===== src/rtl/dp_pkg.sv =====
// Shared definitions for the dp_core datapath: opcode encoding, FSM state
// type, flag bit positions and common widths.
package dp_pkg;

  localparam int unsigned OP_W   = 4;
  localparam int unsigned NFLAGS = 4;
  localparam int unsigned WAIT_W = 8;

  // Flags port layout is {N,V,Z,C}
  localparam int unsigned FLAG_C = 0;
  localparam int unsigned FLAG_Z = 1;
  localparam int unsigned FLAG_V = 2;
  localparam int unsigned FLAG_N = 3;

  typedef enum logic [OP_W-1:0] {
    OP_ADD   = 4'd0,
    OP_ADC   = 4'd1,
    OP_SBC   = 4'd2,
    OP_AND   = 4'd3,
    OP_OR    = 4'd4,
    OP_XOR   = 4'd5,
    OP_SHL   = 4'd6,
    OP_SHR   = 4'd7,
    OP_PASSA = 4'd8,
    OP_INC   = 4'd9,
    OP_DEC   = 4'd10,
    OP_CMP   = 4'd11,
    OP_LOAD  = 4'd12,
    OP_STORE = 4'd13,
    OP_NOP   = 4'd14,
    OP_NOP2  = 4'd15
  } op_e;

  typedef enum logic [1:0] {
    S_IDLE = 2'd0,
    S_EXEC = 2'd1,
    S_MEM  = 2'd2,
    S_ERR  = 2'd3
  } state_e;

endpackage


===== src/rtl/dp_core_if.sv =====
// Micro-op and memory bus bundle for dp_core.
//   master: issues micro-ops, acts as memory (drives uop_*, mem_rdata, mem_ack)
//   slave : the core (drives uop_ready, mem_req/we/addr/wdata, flags, done, err)
interface dp_core_if
  import dp_pkg::*;
#(
  parameter int unsigned W    = 8,
  parameter int unsigned NREG = 8
) ();

  localparam int unsigned AW = $clog2(NREG);

  logic            uop_valid;
  logic            uop_ready;
  logic [OP_W-1:0] uop_op;
  logic [AW-1:0]   uop_dst;
  logic [AW-1:0]   uop_srca;
  logic [AW-1:0]   uop_srcb;

  logic            mem_req;
  logic            mem_we;
  logic [2*W-1:0]  mem_addr;
  logic [W-1:0]    mem_wdata;
  logic [W-1:0]    mem_rdata;
  logic            mem_ack;

  logic [NFLAGS-1:0] flags;
  logic            done;
  logic            err;

  modport master (
    output uop_valid, uop_op, uop_dst, uop_srca, uop_srcb, mem_rdata, mem_ack,
    input  uop_ready, mem_req, mem_we, mem_addr, mem_wdata, flags, done, err
  );

  modport slave (
    input  uop_valid, uop_op, uop_dst, uop_srca, uop_srcb, mem_rdata, mem_ack,
    output uop_ready, mem_req, mem_we, mem_addr, mem_wdata, flags, done, err
  );

endinterface


===== src/rtl/dp_alu.sv =====
// Combinational ALU for dp_core.
//   a, b   : operands          cin : carry flag in
//   op     : opcode            result/c/v : truncated result, carry out, signed overflow
module dp_alu
  import dp_pkg::*;
#(
  parameter int unsigned W = 8
) (
  input  logic [W-1:0]    a,
  input  logic [W-1:0]    b,
  input  logic            cin,
  input  logic [OP_W-1:0] op,
  output logic [W-1:0]    result,
  output logic            c,
  output logic            v
);

  localparam int unsigned SW = W + 1;

  logic [W-1:0]  b_eff;
  logic          carry_in;
  logic [SW-1:0] sum;

  // Adder operand select: subtraction forms are A + ~B + carry
  always_comb begin
    b_eff    = b;
    carry_in = 1'b0;
    case (op)
      OP_ADC: carry_in = cin;
      OP_SBC: begin
        b_eff    = ~b;
        carry_in = cin;
      end
      OP_CMP: begin
        b_eff    = ~b;
        carry_in = 1'b1;
      end
      default: ;
    endcase
  end

  assign sum = {1'b0, a} + {1'b0, b_eff} + SW'(carry_in);

  // Result and carry/overflow mux
  always_comb begin
    result = '0;
    c      = 1'b0;
    v      = 1'b0;
    case (op)
      OP_ADD, OP_ADC, OP_SBC, OP_CMP: begin
        result = sum[W-1:0];
        c      = sum[W];
        v      = (a[W-1] == b_eff[W-1]) && (sum[W-1] != a[W-1]);
      end
      OP_AND:   result = a & b;
      OP_OR:    result = a | b;
      OP_XOR:   result = a ^ b;
      OP_SHL: begin
        result = {a[W-2:0], 1'b0};
        c      = a[W-1];
      end
      OP_SHR: begin
        result = {1'b0, a[W-1:1]};
        c      = a[0];
      end
      OP_PASSA: result = a;
      OP_INC:   result = a + W'(1);
      OP_DEC:   result = a - W'(1);
      default:  ;
    endcase
  end

endmodule


===== src/rtl/dp_core.sv =====
// Single-issue micro-op core: register file, flags, ALU execute and a
// load/store port with acknowledge timeout.
//   clk, rst : clock, synchronous active-high reset
//   bus      : dp_core_if.slave (micro-op handshake, memory port, flags/done/err)
module dp_core
  import dp_pkg::*;
#(
  parameter int unsigned W       = 8,
  parameter int unsigned NREG    = 8,
  parameter int unsigned TIMEOUT = 15
) (
  input  logic     clk,
  input  logic     rst,
  dp_core_if.slave bus
);

  localparam int unsigned AW = $clog2(NREG);

  state_e state, state_nxt;

  logic [W-1:0]      regs [NREG];
  logic [NFLAGS-1:0] flags_q;
  logic [OP_W-1:0]   op_q;
  logic [AW-1:0]     dst_q;
  logic [W-1:0]      opa_q;
  logic [W-1:0]      opb_q;
  logic [WAIT_W-1:0] wait_cnt;

  logic           ready_q;
  logic           err_q;
  logic           mem_req_q;
  logic           mem_we_q;
  logic [2*W-1:0] mem_addr_q;
  logic [W-1:0]   mem_wdata_q;

  logic accept, is_mem_op, exec_wb, load_wb, wait_inc, done_c;
  logic wr_en, upd_nz, upd_c, upd_v;

  logic [W-1:0] alu_res;
  logic         alu_c, alu_v;

  dp_alu #(.W(W)) u_alu (
    .a      (opa_q),
    .b      (opb_q),
    .cin    (flags_q[FLAG_C]),
    .op     (op_q),
    .result (alu_res),
    .c      (alu_c),
    .v      (alu_v)
  );

  assign is_mem_op = (bus.uop_op == OP_LOAD) || (bus.uop_op == OP_STORE);

  // State register
  always_ff @(posedge clk) begin
    if (rst) state <= S_IDLE;
    else     state <= state_nxt;
  end

  // Next state and per-cycle strobes
  always_comb begin
    state_nxt = state;
    accept    = 1'b0;
    exec_wb   = 1'b0;
    load_wb   = 1'b0;
    wait_inc  = 1'b0;
    done_c    = 1'b0;
    case (state)
      S_IDLE: begin
        if (bus.uop_valid) begin
          accept    = 1'b1;
          state_nxt = is_mem_op ? S_MEM : S_EXEC;
        end
      end
      S_EXEC: begin
        exec_wb   = 1'b1;
        done_c    = 1'b1;
        state_nxt = S_IDLE;
      end
      S_MEM: begin
        if (bus.mem_ack) begin
          load_wb   = (op_q == OP_LOAD);
          done_c    = 1'b1;
          state_nxt = S_IDLE;
        end else if (wait_cnt == WAIT_W'(TIMEOUT - 1)) begin
          state_nxt = S_ERR;
        end else begin
          wait_inc = 1'b1;
        end
      end
      S_ERR:   state_nxt = S_IDLE;
      default: state_nxt = S_IDLE;
    endcase
  end

  // Which architectural state an executing op touches
  always_comb begin
    wr_en  = 1'b0;
    upd_nz = 1'b0;
    upd_c  = 1'b0;
    upd_v  = 1'b0;
    case (op_q)
      OP_ADD, OP_ADC, OP_SBC: begin
        wr_en  = 1'b1;
        upd_nz = 1'b1;
        upd_c  = 1'b1;
        upd_v  = 1'b1;
      end
      OP_CMP: begin
        upd_nz = 1'b1;
        upd_c  = 1'b1;
        upd_v  = 1'b1;
      end
      OP_SHL, OP_SHR: begin
        wr_en  = 1'b1;
        upd_nz = 1'b1;
        upd_c  = 1'b1;
      end
      OP_AND, OP_OR, OP_XOR, OP_PASSA, OP_INC, OP_DEC: begin
        wr_en  = 1'b1;
        upd_nz = 1'b1;
      end
      default: ;
    endcase
  end

  // Datapath, register file and registered outputs
  always_ff @(posedge clk) begin
    if (rst) begin
      for (int i = 0; i < int'(NREG); i++) regs[i] <= '0;
      flags_q     <= '0;
      op_q        <= '0;
      dst_q       <= '0;
      opa_q       <= '0;
      opb_q       <= '0;
      wait_cnt    <= '0;
      ready_q     <= 1'b1;
      err_q       <= 1'b0;
      mem_req_q   <= 1'b0;
      mem_we_q    <= 1'b0;
      mem_addr_q  <= '0;
      mem_wdata_q <= '0;
    end else begin
      // Operands are captured at accept so dst may alias a source
      if (accept) begin
        op_q  <= bus.uop_op;
        dst_q <= bus.uop_dst;
        opa_q <= regs[bus.uop_srca];
        opb_q <= regs[bus.uop_srcb];
        if (is_mem_op) begin
          mem_we_q    <= (bus.uop_op == OP_STORE);
          mem_addr_q  <= {regs[bus.uop_srcb], regs[bus.uop_srca]};
          mem_wdata_q <= regs[bus.uop_dst];
        end
      end

      // R0 is never written, so it reads zero forever
      if (exec_wb) begin
        if (wr_en && (dst_q != '0)) regs[dst_q] <= alu_res;
        if (upd_nz) begin
          flags_q[FLAG_N] <= alu_res[W-1];
          flags_q[FLAG_Z] <= (alu_res == '0);
        end
        if (upd_c) flags_q[FLAG_C] <= alu_c;
        if (upd_v) flags_q[FLAG_V] <= alu_v;
      end

      if (load_wb && (dst_q != '0)) regs[dst_q] <= bus.mem_rdata;

      wait_cnt  <= wait_inc ? wait_cnt + WAIT_W'(1) : '0;
      ready_q   <= (state_nxt == S_IDLE);
      mem_req_q <= (state_nxt == S_MEM);
      err_q     <= (state_nxt == S_ERR);
    end
  end

  assign bus.uop_ready = ready_q;
  assign bus.mem_req   = mem_req_q;
  assign bus.mem_we    = mem_we_q;
  assign bus.mem_addr  = mem_addr_q;
  assign bus.mem_wdata = mem_wdata_q;
  assign bus.flags     = flags_q;
  assign bus.done      = done_c;
  assign bus.err       = err_q;

endmodule


===== src/flat_wrapper.sv =====
// flat-port wrapper written by rule: the top's interface ports become plain ports
module dp_core_flat import dp_pkg::*;
#(
  parameter int unsigned W       = 8,
  parameter int unsigned NREG    = 8,
  parameter int unsigned TIMEOUT = 15
)
  (clk, rst, bus_uop_valid, bus_uop_op, bus_uop_dst, bus_uop_srca, bus_uop_srcb, bus_mem_rdata, bus_mem_ack, bus_uop_ready, bus_mem_req, bus_mem_we, bus_mem_addr, bus_mem_wdata, bus_flags, bus_done, bus_err);
  dp_core_if #(.W(W), .NREG(NREG)) bus_i ();
  input  logic clk;
  input  logic rst;
  input wire logic [$bits(bus_i.uop_valid)-1:0] bus_uop_valid;
  input wire logic [$bits(bus_i.uop_op)-1:0] bus_uop_op;
  input wire logic [$bits(bus_i.uop_dst)-1:0] bus_uop_dst;
  input wire logic [$bits(bus_i.uop_srca)-1:0] bus_uop_srca;
  input wire logic [$bits(bus_i.uop_srcb)-1:0] bus_uop_srcb;
  input wire logic [$bits(bus_i.mem_rdata)-1:0] bus_mem_rdata;
  input wire logic [$bits(bus_i.mem_ack)-1:0] bus_mem_ack;
  output wire logic [$bits(bus_i.uop_ready)-1:0] bus_uop_ready;
  output wire logic [$bits(bus_i.mem_req)-1:0] bus_mem_req;
  output wire logic [$bits(bus_i.mem_we)-1:0] bus_mem_we;
  output wire logic [$bits(bus_i.mem_addr)-1:0] bus_mem_addr;
  output wire logic [$bits(bus_i.mem_wdata)-1:0] bus_mem_wdata;
  output wire logic [$bits(bus_i.flags)-1:0] bus_flags;
  output wire logic [$bits(bus_i.done)-1:0] bus_done;
  output wire logic [$bits(bus_i.err)-1:0] bus_err;
  assign bus_i.uop_valid = bus_uop_valid;
  assign bus_i.uop_op = bus_uop_op;
  assign bus_i.uop_dst = bus_uop_dst;
  assign bus_i.uop_srca = bus_uop_srca;
  assign bus_i.uop_srcb = bus_uop_srcb;
  assign bus_i.mem_rdata = bus_mem_rdata;
  assign bus_i.mem_ack = bus_mem_ack;
  assign bus_uop_ready = bus_i.uop_ready;
  assign bus_mem_req = bus_i.mem_req;
  assign bus_mem_we = bus_i.mem_we;
  assign bus_mem_addr = bus_i.mem_addr;
  assign bus_mem_wdata = bus_i.mem_wdata;
  assign bus_flags = bus_i.flags;
  assign bus_done = bus_i.done;
  assign bus_err = bus_i.err;
  dp_core #(.W(W), .NREG(NREG), .TIMEOUT(TIMEOUT)) u_core (.clk(clk), .rst(rst), .bus(bus_i));
endmodule

===== config.mk =====
export PLATFORM = sky130hd
export DESIGN_NAME = dp_core_flat
export DESIGN_NICKNAME = d
export VERILOG_FILES = /design/src/rtl/dp_pkg.sv /design/src/rtl/dp_core_if.sv /design/src/rtl/dp_alu.sv /design/src/rtl/dp_core.sv /design/src/flat_wrapper.sv
export SDC_FILE = /design/constraint.sdc
export NUM_CORES = 1
export LEC_CHECK = 0
export ABC_AREA = 1
export BUFFER_PORTS_ARGS = -buffer_cell sky130_fd_sc_hd__buf_2
export CORE_MARGIN = 2
export CORE_UTILIZATION = 62
export CTS_CLUSTER_DIAMETER = 120
export DETAILED_ROUTE_END_ITERATION = 7
export PLACE_DENSITY = 0.93
export SYNTH_ARGS = -nofsm -noshare
export SYNTH_HDL_FRONTEND = slang
export SYNTH_SLANG_ARGS = --single-unit

===== constraint.sdc =====
create_clock -name clk -period 5.3 [get_ports clk]
set_input_delay 1.06 -clock clk [delete_from_list [all_inputs] [get_ports clk]]
set_output_delay 1.06 -clock clk [all_outputs]
set_load 0.1 [all_outputs]

==> results.toml <==
[status]
status = "finished, violations left"
violations = "DRC"

[routing]
wl_per_cell_um = 17.3
dr.pass1.iters = 8
dr_total_vias = 8066
drc = 6
vias_per_cell = 6.00
ant_nets = 0
dr.first_iter.drc_count = 1418
drt-total-wl_um = 23200

[sta]
fin_skew_ns = 0.00987
worstMarginPinSlew_ns = 0.772
hold_viol_final = 0
fmax_mhz = 291
setup-violations-final = 0
tns_ns = 0
finalCritPeriodShare_pct = 64.8
relSlewSlack_pct = 48.5
rsz0062_at_grt = "false"
slew_violations = 0
fin_crit_ns = 3.43

[flow_run]
max_cap_viol_count = 0

[layout]
layout.nets = 1224
final_util_pct = 70.8
drive_above_1_share_pct = 9.38
layout_commonest_cell = "nand2_1"
fillers = 977
area_growth_pct = 11.3
diodes = 0
mostFrequentLayoutCells = "263 x nand2_1, 158 x o21ai_0, 137 x nor2_1"

[place]
io_buffers = 57
place_congestion = 1.01
dp_hpwl_um = 16200

[cts]
worstSkewPairLatency_ns = 0.42
cts_setup_buffers = 0
root_buffer = "clkbuf_16"
hold_buffers = 0
tritoncts = "built"
cts.clk_slew.worst_paths_ns = 0.06
h-tree-depth = 4
numCtsBuffers = 17
cts_sinks = 129
post_cts_resized = 0
cts_buffer_depth = 2

[synth]
async_reset_ff_share_pct = 0
synth_cell_types = 43
yosysWarnings = 0
yosysSeqAreaShare_pct = 40.2
synth_top_area_cell = "edfxtp_1"
ys.flop_type = "dfxtp_1"
ys_ff_latch = 129
syn_inst = 1123
synth_top_area_share_pct = 24.0
syn_area_sq_mm = 0.00802
syn_area_per_cell_sq_um = 7.14
synth_edf_count = 64
synth.top_cells.by_area = "edfxtp_1 24%, dfxtp_1 16%, nand2_1 12%"

[grt]
grt-ovfl-total = 0
grt_use_total_pct = 34.1
grt_max_degree = 52
antenna_found_initial = 0
grt_pass1_vias = 7351
grt_first_pass_wirelength_um = 37500

[worst_hold_path]
min_path_type = "flip-flop to flip-flop"
hold_path_depth = 2

[power]
power_density_mw_per_mm2 = 306
ir_worst_vdd_mv = 0.253
cellLeakagePower_nw = 3.94

[die]
io_pins = 58
start_util_pct = 63.6
coreArea_sq_mm = 0.0126
die_y_um = 118
dieArea_sq_mm = 0.0139
num_rows = 41
die_w_um = 118

[setup_path]
cp-end-kind = "flip-flop"
cp-start-kind = "flip-flop"
cp_common_cell = "nand3_1"
ff2ff_path_depth = 15
cpLargestDelayFamily = "compound AO/OA/AOI/OAI gates"
critPathKind = "flip-flop to flip-flop"
cp_num_buf_inv = 3
required_ns = 5.45
path_cells = "inv_1, nand2_1, o21ai_2, xor2_1, fa_1, inv_1, fa_1, inv_1, nand3_1, nand3_1, nand2_1, nand3_1, nand3_1, a21oi_2, nor2_1"
path_max_fanout = 8
cp.depth = 15
arrival_ns = 3.58
slowest_stage = "o21ai_2"
cpPeakStageDelay_ns = 0.50
## where the power goes
part	leakage (nW)	switching, W	internal, W
clock network	0.274	0.000440	0.000653
logic	2.48	0.000366	0.000130
registers	1.18	0.0000495	0.00109
total	3.94	0.000856	0.00187
## cells in the mapped netlist (5+ instances only)
library cell  count
a21oi_1         110
ha_1             35
clkbuf_1         42
nand4_1           9
inv_1           120
xor2_1            9
edfxtp_1         64
nand2_1         263
buf_2             5
nor2_1          137
o211ai_1         20
nand3_1          37
dfxtp_1          65
o21ai_0         158
nor2_2            7
## final timing paths
check                          start                      end  slack (ns)
min          u_core.bus.mem_wdata[3]  u_core.bus.mem_wdata[3]        0.46
max reg2reg           u_core.op_q[3]        u_core.regs[4][6]        1.87
max                   u_core.op_q[3]        u_core.regs[4][6]        1.87
min reg2reg  u_core.bus.mem_wdata[3]  u_core.bus.mem_wdata[3]        0.46
## state kept, by name, summed over array words and instances, names as in the netlist
register and count:
u_core.op_q 4, u_core.bus.mem_req 1, u_core.regs 64, u_core.wait_cnt 8
u_core.dst_q 3, u_core.bus.uop_ready 1, u_core.bus.flags 4, u_core.state 2
u_core.bus.err 1, u_core.bus.mem_wdata 8, u_core.bus.mem_we 1, u_core.opa_q 8
u_core.bus.mem_addr 16, u_core.opb_q 8
## final cells by class
class	instances	area [sq um]	share of cell area [%]
Sequential cell	129	3220	36.1
Clock buffer	22	490	5.49
Multi-Input combinational cell	831	4180	46.8
Inverter	122	458	5.13
Tap cell	172	215	2.41
Clock inverter	9	56.3	0.631
Timing Repair Buffer	60	308	3.45
## logic make-up after synthesis
family | share of synthesized area (%)
compound gates | 20.6
buf+inv | 8.08
flops | 40.2
other cells | 0.0467
fa+ha+maj | 6.21
simple gates | 23.8
xor+xnor | 1.09
## routing by layer
metal | vias up | wire [um] | GRT usage, %
met5 | - | 0 | 0
met4 | 0 | 1060 | 14.2
met3 | 118 | 3230 | 9.25
met2 | 571 | 9880 | 50.5
met1 | 3586 | 9050 | 47.0
li1 | 3791 | - | -
## tightest hold or removal path: stages (launching register included)
cell	delay, ns
dfxtp_1	0.30
nand2_1	0.06
a21oi_1	0.05
## per-stage QoR
step / worst slack, ns / instance area [sq um] / total power (W) / hold WS, ns / cells
2_1_floorplan: 0.968 / 8050 / 0.00149 / 0.430 / 1130
3_3_place_gp: 1.88 / 8380 / 0.00162 / 0.440 / 1314
3_5_place_dp: 1.71 / 8380 / 0.00163 / 0.455 / 1314
4_1_cts: 1.95 / 8930 / 0.00271 / 0.463 / 1345
5_1_grt: 1.63 / 8930 / 0.00283 / 0.483 / 1345
6_report: 1.87 / 8930 / 0.00273 / 0.459 / 1345
(Power assumes the default switching activity.)
